$ cat config.mk
export PLATFORM = sky130hd
export DESIGN_NAME = sram_boot_loader
export DESIGN_NICKNAME = d
export VERILOG_FILES = /design/src/rtl/sram_boot_loader.sv
export SDC_FILE = /design/constraint.sdc
export NUM_CORES = 1
export LEC_CHECK = 0
export BUFFER_PORTS_ARGS = -buffer_cell sky130_fd_sc_hd__buf_2
export CORE_UTILIZATION = 38
export CTS_CLUSTER_SIZE = 14
export DETAILED_ROUTE_END_ITERATION = 6
export PLACE_DENSITY_LB_ADDON = 0.1
export SYNTH_ARGS = -nofsm -noshare
export SYNTH_HDL_FRONTEND = slang
export SYNTH_SLANG_ARGS = --single-unit
$ cat constraint.sdc
create_clock -name clk -period 4 [get_ports clk]
set_input_delay 0.8 -clock clk [delete_from_list [all_inputs] [get_ports clk]]
set_output_delay 0.8 -clock clk [all_outputs]
set_load 0.01 [all_outputs]
$ cat src/rtl/sram_boot_loader.sv
// Boot loader: receives a little-endian byte stream, writes 32-bit words into the SRAM instruction
// port, then hands that port to the CPU. Optional image checksum when BOOT_CHECKSUM_EN is defined.
module sram_boot_loader #(
    parameter int DATA_W      = 32,
    parameter int SRAM_ADDR_W = 14
) (
    input  logic                   clk,
    input  logic                   rst_n,
    input  logic                   boot_start,
    input  logic [SRAM_ADDR_W-3:0] boot_nwords,
    input  logic                   s_valid,
    input  logic [7:0]             s_data,
    output logic                   s_ready,
    output logic                   i_valid,
    output logic [SRAM_ADDR_W-3:0] i_addr,
    output logic [DATA_W-1:0]      i_wdata,
    output logic [3:0]             i_wstrb,
    input  logic [DATA_W-1:0]      i_rdata,
    input  logic                   i_ready,
    input  logic                   cpu_i_valid,
    input  logic [SRAM_ADDR_W-3:0] cpu_i_addr,
    output logic [DATA_W-1:0]      cpu_i_rdata,
    output logic                   cpu_i_ready,
    output logic                   cpu_rst_n,
    output logic                   boot_busy,
    output logic                   boot_done,
    output logic                   boot_err
);
    localparam int WA_W = SRAM_ADDR_W - 2;

    typedef enum logic [2:0] {IDLE, RECV, WRITE, CHECK, DONE, ERROR} state_t;

    state_t            state, state_nxt;
    logic [WA_W-1:0]   nwords;
    logic [WA_W-1:0]   word_cnt;
    logic [WA_W-1:0]   cnt_inc;
    logic [1:0]        byte_cnt;
    logic [DATA_W-1:0] word_buf;
    logic              byte_xfer;
    logic              start_ok;
    state_t            load_state;
`ifdef BOOT_CHECKSUM_EN
    logic [7:0]        csum;
`endif

    assign byte_xfer  = s_valid & s_ready;
    assign start_ok   = boot_start & ((state == IDLE) | (state == DONE) | (state == ERROR));
    assign cnt_inc    = word_cnt + WA_W'(1);
    assign load_state = (boot_nwords == '0) ? CHECK : RECV;

    always_ff @(posedge clk or negedge rst_n) begin
        if (!rst_n) state <= IDLE;
        else        state <= state_nxt;
    end

    always_comb begin
        state_nxt   = state;
        s_ready     = 1'b0;
        i_valid     = 1'b0;
        i_addr      = '0;
        i_wdata     = '0;
        i_wstrb     = '0;
        cpu_i_rdata = '0;
        cpu_i_ready = 1'b0;
        cpu_rst_n   = 1'b0;
        boot_busy   = 1'b0;
        boot_done   = 1'b0;
        boot_err    = 1'b0;
        case (state)
            IDLE: begin
                if (boot_start) state_nxt = load_state;
            end
            RECV: begin
                s_ready   = 1'b1;
                boot_busy = 1'b1;
                if (byte_xfer && byte_cnt == 2'd3) state_nxt = WRITE;
            end
            WRITE: begin
                // i_ready arrives one cycle after the request, so it also retires i_valid
                boot_busy = 1'b1;
                i_valid   = ~i_ready;
                i_addr    = word_cnt;
                i_wdata   = word_buf;
                i_wstrb   = 4'hF;
                if (i_ready) state_nxt = (cnt_inc == nwords) ? CHECK : RECV;
            end
            CHECK: begin
                boot_busy = 1'b1;
`ifdef BOOT_CHECKSUM_EN
                s_ready = 1'b1;
                if (byte_xfer) state_nxt = (s_data == csum) ? DONE : ERROR;
`else
                state_nxt = DONE;
`endif
            end
            DONE: begin
                cpu_rst_n   = 1'b1;
                boot_done   = 1'b1;
                i_valid     = cpu_i_valid;
                i_addr      = cpu_i_addr;
                cpu_i_rdata = i_rdata;
                cpu_i_ready = i_ready;
                if (boot_start) state_nxt = load_state;
            end
            ERROR: begin
                boot_err = 1'b1;
                if (boot_start) state_nxt = load_state;
            end
            default: state_nxt = IDLE;
        endcase
    end

    always_ff @(posedge clk or negedge rst_n) begin
        if (!rst_n) begin
            nwords   <= '0;
            word_cnt <= '0;
            byte_cnt <= '0;
            word_buf <= '0;
`ifdef BOOT_CHECKSUM_EN
            csum     <= '0;
`endif
        end else if (start_ok) begin
            nwords   <= boot_nwords;
            word_cnt <= '0;
            byte_cnt <= '0;
            word_buf <= '0;
`ifdef BOOT_CHECKSUM_EN
            csum     <= '0;
`endif
        end else if (state == RECV && byte_xfer) begin
            // shifting right lands the first byte of each word in bits 7:0
            word_buf <= {s_data, word_buf[DATA_W-1:8]};
            byte_cnt <= byte_cnt + 2'd1;
`ifdef BOOT_CHECKSUM_EN
            csum     <= csum + s_data;
`endif
        end else if (state == WRITE && i_ready) begin
            word_cnt <= cnt_inc;
        end
    end
endmodule
Yosys cells after proc, flatten, opt, wreduce, memory -nomap -nowiden
Index checks and enable logic that the tools add are counted.
{"block": "totals", "regBits": 61, "latchBits": 0, "ram_bits": 0, "romBits": 0, "input_bits": 70, "output_inout_bits": 87, "wordCells": 57, "memories": 0}
{"block": "op_classes", "add_sub_neg": 2, "n_mul": 0, "div": 0, "magnitude_cmp": 0, "eq_ne": 11, "n_shift": 0, "muxes": 23, "bitwise_logic": 5, "reduce_logical": 11}
{"cell": "2-to-1 mux 32 bit", "n": 4}
{"cell": "2-to-1 mux 12 bit", "n": 3}
{"cell": "case mux 12 bit (2 select lines)", "n": 1}
{"cell": "adder 12 x 1 -> 12 bit (second input constant)", "n": 1}
{"cell": "equality test 12 bit", "n": 1}
{"cell": "zero test 12 bit", "n": 1}
{"cell": "case mux 3 bit (4 select lines)", "n": 1}
{"cell": "2-to-1 mux 3 bit", "n": 3}
{"cell": "2-to-1 mux 2 bit", "n": 4}
{"cell": "equality test 3 x 2 -> 1 bit (second input constant)", "n": 2}
{"cell": "equality test 3 bit (second input constant)", "n": 2}
{"cell": "!= test 2 bit (second input constant)", "n": 3}
{"cell": "OR reduction 3 bit", "n": 2}
{"cell": "2-to-1 mux 1 bit", "n": 5}
{"cell": "2-to-1 mux 4 bit", "n": 1}
{"cell": "nonzero test 2 bit", "n": 2}
{"cell": "equality test 3 x 1 -> 1 bit (second input constant)", "n": 1}
{"cell": "logical AND 1 bit", "n": 3}
{"cell": "zero test 3 bit", "n": 1}
{"cell": "AND reduction 3 bit", "n": 1}
{"cell": "adder 2 x 1 -> 2 bit (second input constant)", "n": 1}
{"cell": "AND 1 bit", "n": 2}
{"cell": "equality test 2 bit (second input constant)", "n": 1}
{"cell": "!= test 2 x 1 -> 1 bit (second input constant)", "n": 1}
{"cell": "4 further kinds", "n": 5}

Logic depth before layout (Yosys ltp)
Gate-level depths: netlist of the first run.
{"block": "depth", "word_depth": 6, "ltp_mapped": 8, "depth_no_buf": 6}

Least setup slack after synthesis of the first run
Ideal clock, no wire load.
{"block": "synth_timing", "kind": "register -> output", "from": "register state[1]", "to": "output cpu_i_rdata[24]", "t_arrival_ns": 1.575, "required_time_ns": 3.200, "path_slack_ns": 1.625, "stages_incl_launch_ff": 7, "n_path_buf": 3, "path_cell_list": "dfrtp_1 -> buf_2 -> nand2b_1 -> nor2_1 -> clkbuf_1 -> clkbuf_1 -> and2_1"}
{"block": "synth_via", "elab_chain_len": 2}
{"item": "start, declared", "line_no": "33", "source": "state_t state, state_nxt;"}
{"item": "start signal, assigned", "line_no": "53", "source": "else state <= state_nxt;"}
{"item": "equality test 3 bit", "line_no": "69", "source": "case (state)"}
{"item": "2-to-1 mux 32 bit", "line_no": "69"}
{"item": "end, declared", "line_no": "22", "source": "output logic [DATA_W-1:0] cpu_i_rdata,"}
No other way between the ends.

Worst setup path after layout of the first run
{"block": "layout_timing", "from": "register state[1]", "to": "output i_wdata[22]"}
{"block": "layout_via", "elab_chain_len": 2}
{"item": "equality test 3 x 2 -> 1 bit", "line_no": "69"}
{"item": "2-to-1 mux 32 bit", "line_no": "69"}
{"item": "end, declared", "line_no": "16", "source": "output logic [DATA_W-1:0] i_wdata,"}
No other way between the ends.

==> impl_metrics.py, run 1 <==
metrics = {
    "synthesis": {
        "synth-seq-cells": 61,
        "synthArstFlopShare": 1.00,
        "yosys.area.top_type": "dfrtp_1",
        "syn-cell-area_mm2": 0.00365,
        "avgSynthCellArea_um2": 8.44,
        "ys_top_cells_by_area": "dfrtp_1 (42%), and2_1 (12%), nand2_1 (8.7%)",
        "synth_edf_count": 0,
        "synthFlopType": "dfrtp_1",
        "synth_fp_nets": 505,
        "syn-instance-count": 433,
        "ys_seq_area_frac": 0.418,
        "yosysUniqueCellTypes": 51,
        "synth_warnings": 0,
        "synth_top_area_share": 0.418,
    },
    "sta": {
        "setup_viol": 0,
        "final.setup.tns_ns": 0,
        "drv_slew": 0,
        "hold_viol": 0,
        "rsz0062_at_grt": "no",
        "min_period_ns": 2.98,
        "fin_crit_sh": 0.746,
        "slew_headroom": 0.329,
        "fin_skew_ns": 0.00990,
        "tightest_slew_ns": 1.01,
        "max_freq_mhz": 335,
        "hold_slack_ns": 0.489,
    },
    "placed_design": {
        "port_buffers": 156,
        "placed_cells": 684,
        "gp_congestion": 0.820,
        "dp_hpwl_um": 7170,
    },
    "clock_network": {
        "ctsRootBufferMaster": "clkbuf_8",
        "clk_pin_slew_ns": 0.07,
        "cts-resized-gates": 0,
        "clock-sinks": 61,
        "cts_tree": "built",
        "numCtsBuffers": 9,
        "ctsLongestPathBuffers": 2,
        "hold_buffers": 0,
        "clock_latency_ns": 0.35,
        "htreeDepth": 3,
        "post_cts_buffers": 0,
    },
    "layout": {
        "final_common_cell": "buf_2",
        "final_util": 0.501,
        "drive_above_1_share": 0.345,
        "final_nets": 638,
        "area_growth_pct": 27.1,
        "stdcell_count": 701,
        "final_cell_mix": "buf_2 (156), nand2_1 (85), and2_1 (69)",
    },
    "global_route": {
        "grt_pass1_wl_um": 14800,
        "met1_usage": 0.262,
        "grtUsageTotal": 0.192,
        "grt_busiest_layer": "met2",
        "grt.met2_usage": 0.299,
        "grt_util_met3": 0.0397,
        "grt_max_degree": 68,
        "overflow": 0,
        "grt_pass1_vias": 2908,
        "antenna_found_initial": 1,
    },
    "pwr": {
        "p_leak_nw": 2.41,
        "vdd_drop_max_mv": 0.302,
        "p_total_mw": 2.32,
        "power_density_mw_per_mm2": 499,
    },
    "run": {
        "cap_viol_max_count": 0,
    },
    "critical_path": {
        "end_kind": "primary output",
        "setup.worst_path.class": "flip-flop to primary output",
        "start_kind": "flip-flop",
        "timing.rr.start": "word_cnt[3]",
        "crit_slowest_cell": "nor3b_4",
        "reg2reg_to": "state[1]",
        "max_stage_delay_ns": 0.63,
        "worstPathMaxFanout": 36,
        "crit_chain": "nor3b_4 -> buf_4 -> and2_1 -> buf_2",
        "cp.arrival_ns": 2.18,
        "ff2ff_setup_slack_ns": 1.76,
        "required_ns": 3.20,
        "reg2reg_depth": 5,
    },
    "floorplanning": {
        "dieArea_mm2": 0.0100,
        "core_mm2": 0.00928,
        "die_y_um": 100,
        "placementRows": 35,
        "start_util": 0.394,
        "ioPinCount": 157,
        "die_w_um": 100,
    },
    "drt": {
        "ant_nets": 0,
        "wl_um": 9790,
        "vias": 3466,
        "drtIter0Drc": 123,
        "viasPerCell": 4.94,
        "post-route-drc-count": 0,
        "post_drt_wl_per_cell_um": 14.0,
        "dr.pass1.iters": 4,
    },
    "hold_path": {
        "hold_start": "byte_cnt[0]",
        "hold_depth": 1,
        "hold_end": "byte_cnt[0]",
        "min_path_type": "flip-flop to flip-flop",
    },
    "run_status": {
        "status": "completed",
    },
}
## cell families (layout without fill, tap and decap cells)
logic type / count (synthesis) / in the layout / synth area share
simple gates: 207 / 207 / 0.298
fa+ha+maj: 2 / 2 / 0.00685
xor+xnor: 12 / 12 / 0.0288
mux: 14 / 14 / 0.0425
compound gates: 93 / 93 / 0.154
flops: 61 / 61 / 0.418
buf+inv: 44 / 182 / 0.0531
other cells: 0 / 1 / 0
## synthesized netlist by cell type (5+ instances only)
master / count
a22o_1: 11
and2_1: 70
buf_2: 5
buf_4: 6
clkbuf_1: 26
dfrtp_1: 61
inv_1: 5
mux2_2: 12
nand2_1: 85
nor2_1: 18
o21ai_0: 42
o21ai_1: 17
xnor2_1: 5
xor2_1: 7
## worst max-delay path by stage
stage	start	endpoint	slack (ns)	cells past startpoint
after floorplan	state[1]	cpu_i_rdata[24]	1.63	6
after global placement	state[0]	i_wdata[17]	1.45	4
after detailed placement	state[1]	i_wdata[17]	1.39	4
after CTS	state[1]	i_wdata[22]	0.99	4
after global routing	state[1]	i_wdata[17]	0.83	4
final	state[1]	i_wdata[22]	1.02	4
## cell type report
type | count | area, µm²
Tap cell | 129 | 161
Multi-Input combinational cell | 328 | 1940
Sequential cell | 61 | 1530
Clock inverter | 7 | 51.3
Antenna cell | 1 | 2.50
Clock buffer | 9 | 124
Inverter | 5 | 18.8
Timing Repair Buffer | 161 | 818
Fill cell | 931 | 4640
## sequential cells by signal, summed over array words and instances, names as in the netlist
register / count
byte_cnt: 2
word_cnt: 12
word_buf: 32
state: 3
nwords: 12
## worst max-delay path: cells and delay by family (launching register included)
family        cells  cell delay, ns
buf+inv           2            0.52
flops             1            0.51
simple gates      2            0.81
## metal layers
layer | vias to the layer above | share of wire
li1 | 1728 | -
met1 | 1616 | 0.47
met2 | 111 | 0.45
met3 | 11 | 0.062
met4 | 0 | 0.018
met5 | - | 0
## report_power, final
part | internal, mW | switching [mW] | total (mW)
Combinational | 0.358 | 0.454 | 0.812
Sequential | 0.823 | 0.189 | 1.01
Clock | 0.226 | 0.268 | 0.494
## metrics by stage
stage	worst slack [ns]	cell area (µm²)
floorplan	1.63	3650
global placement	1.45	4470
detailed placement	1.39	4470
CTS	0.990	4640
global route	0.826	4650
finish	1.02	4650
Power figures use the tool's default switching activity.
==> run 2, diff against run 1 <==
clock period = 2.4 ns   (was 4 ns; I/O delays follow)
==> impl_metrics.py, run 2 (synthesized netlist as in run 1, its figures left out) <==
metrics = {
    "clock_network": {
        "clock_latency_ns": 0.34,
        "cts-resized-gates": 0,
        "ctsLongestPathBuffers": 2,
        "htreeDepth": 3,
        "clock-sinks": 61,
        "cts_tree": "built",
        "clk_pin_slew_ns": 0.07,
        "numCtsBuffers": 9,
        "ctsRootBufferMaster": "clkbuf_8",
    },
    "critical_path": {
        "crit_slowest_cell": "dfrtp_1",
        "max_stage_delay_ns": 0.48,
        "start_kind": "flip-flop",
        "worstPathMaxFanout": 48,
        "cp.arrival_ns": 1.76,
        "end_kind": "primary output",
        "setup.worst_path.class": "flip-flop to primary output",
        "required_ns": 1.92,
        "crit_chain": "nand2b_1 -> nor2_2 -> buf_12 -> nand2_1 -> o21ai_0 -> buf_2",
        "ff2ff_setup_slack_ns": 0.28,
    },
    "drt": {
        "post-route-drc-count": 0,
        "drtIter0Drc": 175,
        "vias": 3496,
        "post_drt_wl_per_cell_um": 14.2,
        "dr.pass1.iters": 4,
        "wl_um": 10100,
        "ant_nets": 0,
        "viasPerCell": 4.94,
    },
    "placed_design": {
        "dp_hpwl_um": 7490,
        "port_buffers": 156,
        "placed_cells": 689,
        "dp_worst_setup_slack_ns": 0.307,
        "gp_congestion": 0.918,
        "dpl_cell_area_mm2": 0.00456,
    },
    "sta": {
        "fin_crit_sh": 0.934,
        "fin_skew_ns": 0.0104,
        "max_freq_mhz": 446,
        "setup_slack_ns": 0.159,
        "drv_slew": 0,
        "hold_viol": 0,
        "min_period_ns": 2.24,
        "rsz0062_at_grt": "no",
        "final.setup.tns_ns": 0,
        "tightest_slew_ns": 0.450,
        "setup_viol": 0,
        "slew_headroom": 0.700,
    },
    "layout": {
        "largest_reg_flops": 32,
        "stdcell_count": 707,
        "final_common_cell": "buf_2",
        "area_growth_pct": 30.2,
        "top_register": "word_buf",
        "final_cell_mix": "buf_2 (156), nand2_1 (85), and2_1 (69)",
        "drive_above_1_share": 0.350,
        "largestRegisters": "word_buf: 32 flops, nwords: 12 flops, word_cnt: 12 flops",
        "final_nets": 644,
        "design_area_mm2": 0.00476,
        "final_util": 0.513,
    },
    "global_route": {
        "grt_pass1_vias": 2993,
        "grtUsageTotal": 0.199,
        "overflow": 0,
        "antenna_found_initial": 1,
        "grt_pass1_wl_um": 15300,
        "grt_max_degree": 54,
    },
    "floorplanning": {
        "placementRows": 35,
        "die_y_um": 100,
        "start_util": 0.394,
        "dieArea_mm2": 0.0100,
        "core_mm2": 0.00928,
        "die_w_um": 100,
        "ioPinCount": 157,
    },
    "run_status": {
        "status": "completed",
    },
    "hold_path": {
        "min_path_type": "primary input to asynchronous set/reset pin",
    },
    "pwr": {
        "power_density_mw_per_mm2": 845,
        "p_leak_nw": 2.47,
        "vdd_drop_max_mv": 0.379,
    },
    "run": {
        "cap_viol_max_count": 0,
    },
}
run 2: cell count changes in the layout (fill, tap and decap cells not counted):
cell | before | now
buf_12 | 0 | 4
clkinv_4 | 2 | 1
clkbuf_1 | 0 | 1
buf_4 | 5 | 7
inv_6 | 1 | 0
bufinv_16 | 0 | 1
run 2: where the power goes:
part           total [mW]  internal [mW]  switching, mW
Combinational        1.43          0.648          0.784
Clock               0.906          0.478          0.428
Sequential           1.68           1.37          0.313
Total                4.02           2.50           1.52
run 2: cell type report:
type                    count  area (µm²)
diodes                      1        2.50
inverters                   5        18.8
flip-flops and latches     61        1530
repair buffers            167         913
clock inverters             6        63.8
multi-input cells         328        1940
well taps                 129         161
fillers                   931        4530
clock buffers              10         128
run 2: metrics by stage:
step                hold slack [ns]  power, mW
floorplan                     0.184       2.65
global placement              0.439       3.11
detailed placement            0.449       3.14
CTS                          0.0728       4.06
global route                 0.0778       4.35
finish                       0.0794       4.02
run 2: timing repair:
action,CTS,global route
endpoints found under the setup margin,0,2
buffers inserted,0,1
hold buffers,0,0
run 2: routing by layer:
layer	share of wire	wire length, µm	vias up	global-route usage
li1	-	-	1748	-
met5	0	0	-	0
met2	0.46	4580	128	0.313
met4	0.024	241	0	0.0948
met3	0.060	607	16	0.0390
met1	0.46	4630	1604	0.264
run 2: path summary, 6_finish.rpt:
path | startpoint | end | cells past startpoint
min | rst_n | nwords[3] | 1
max in group asynchronous | rst_n | nwords[7] | 2
max reg2reg | word_cnt[4] | state[1] | 5
min reg2reg | byte_cnt[0] | byte_cnt[0] | 1
max | state[1] | i_valid | 6
min in group clk | s_data[3] | word_buf[27] | 3
run 2: worst max-delay path: cells and delay by family (launching register included):
kind,cells,cell delay [ns]
AO/OA/AOI/OAI,1,0.10
buffers and inverters,2,0.39
flip-flops,1,0.48
AND/OR/NAND/NOR,3,0.45
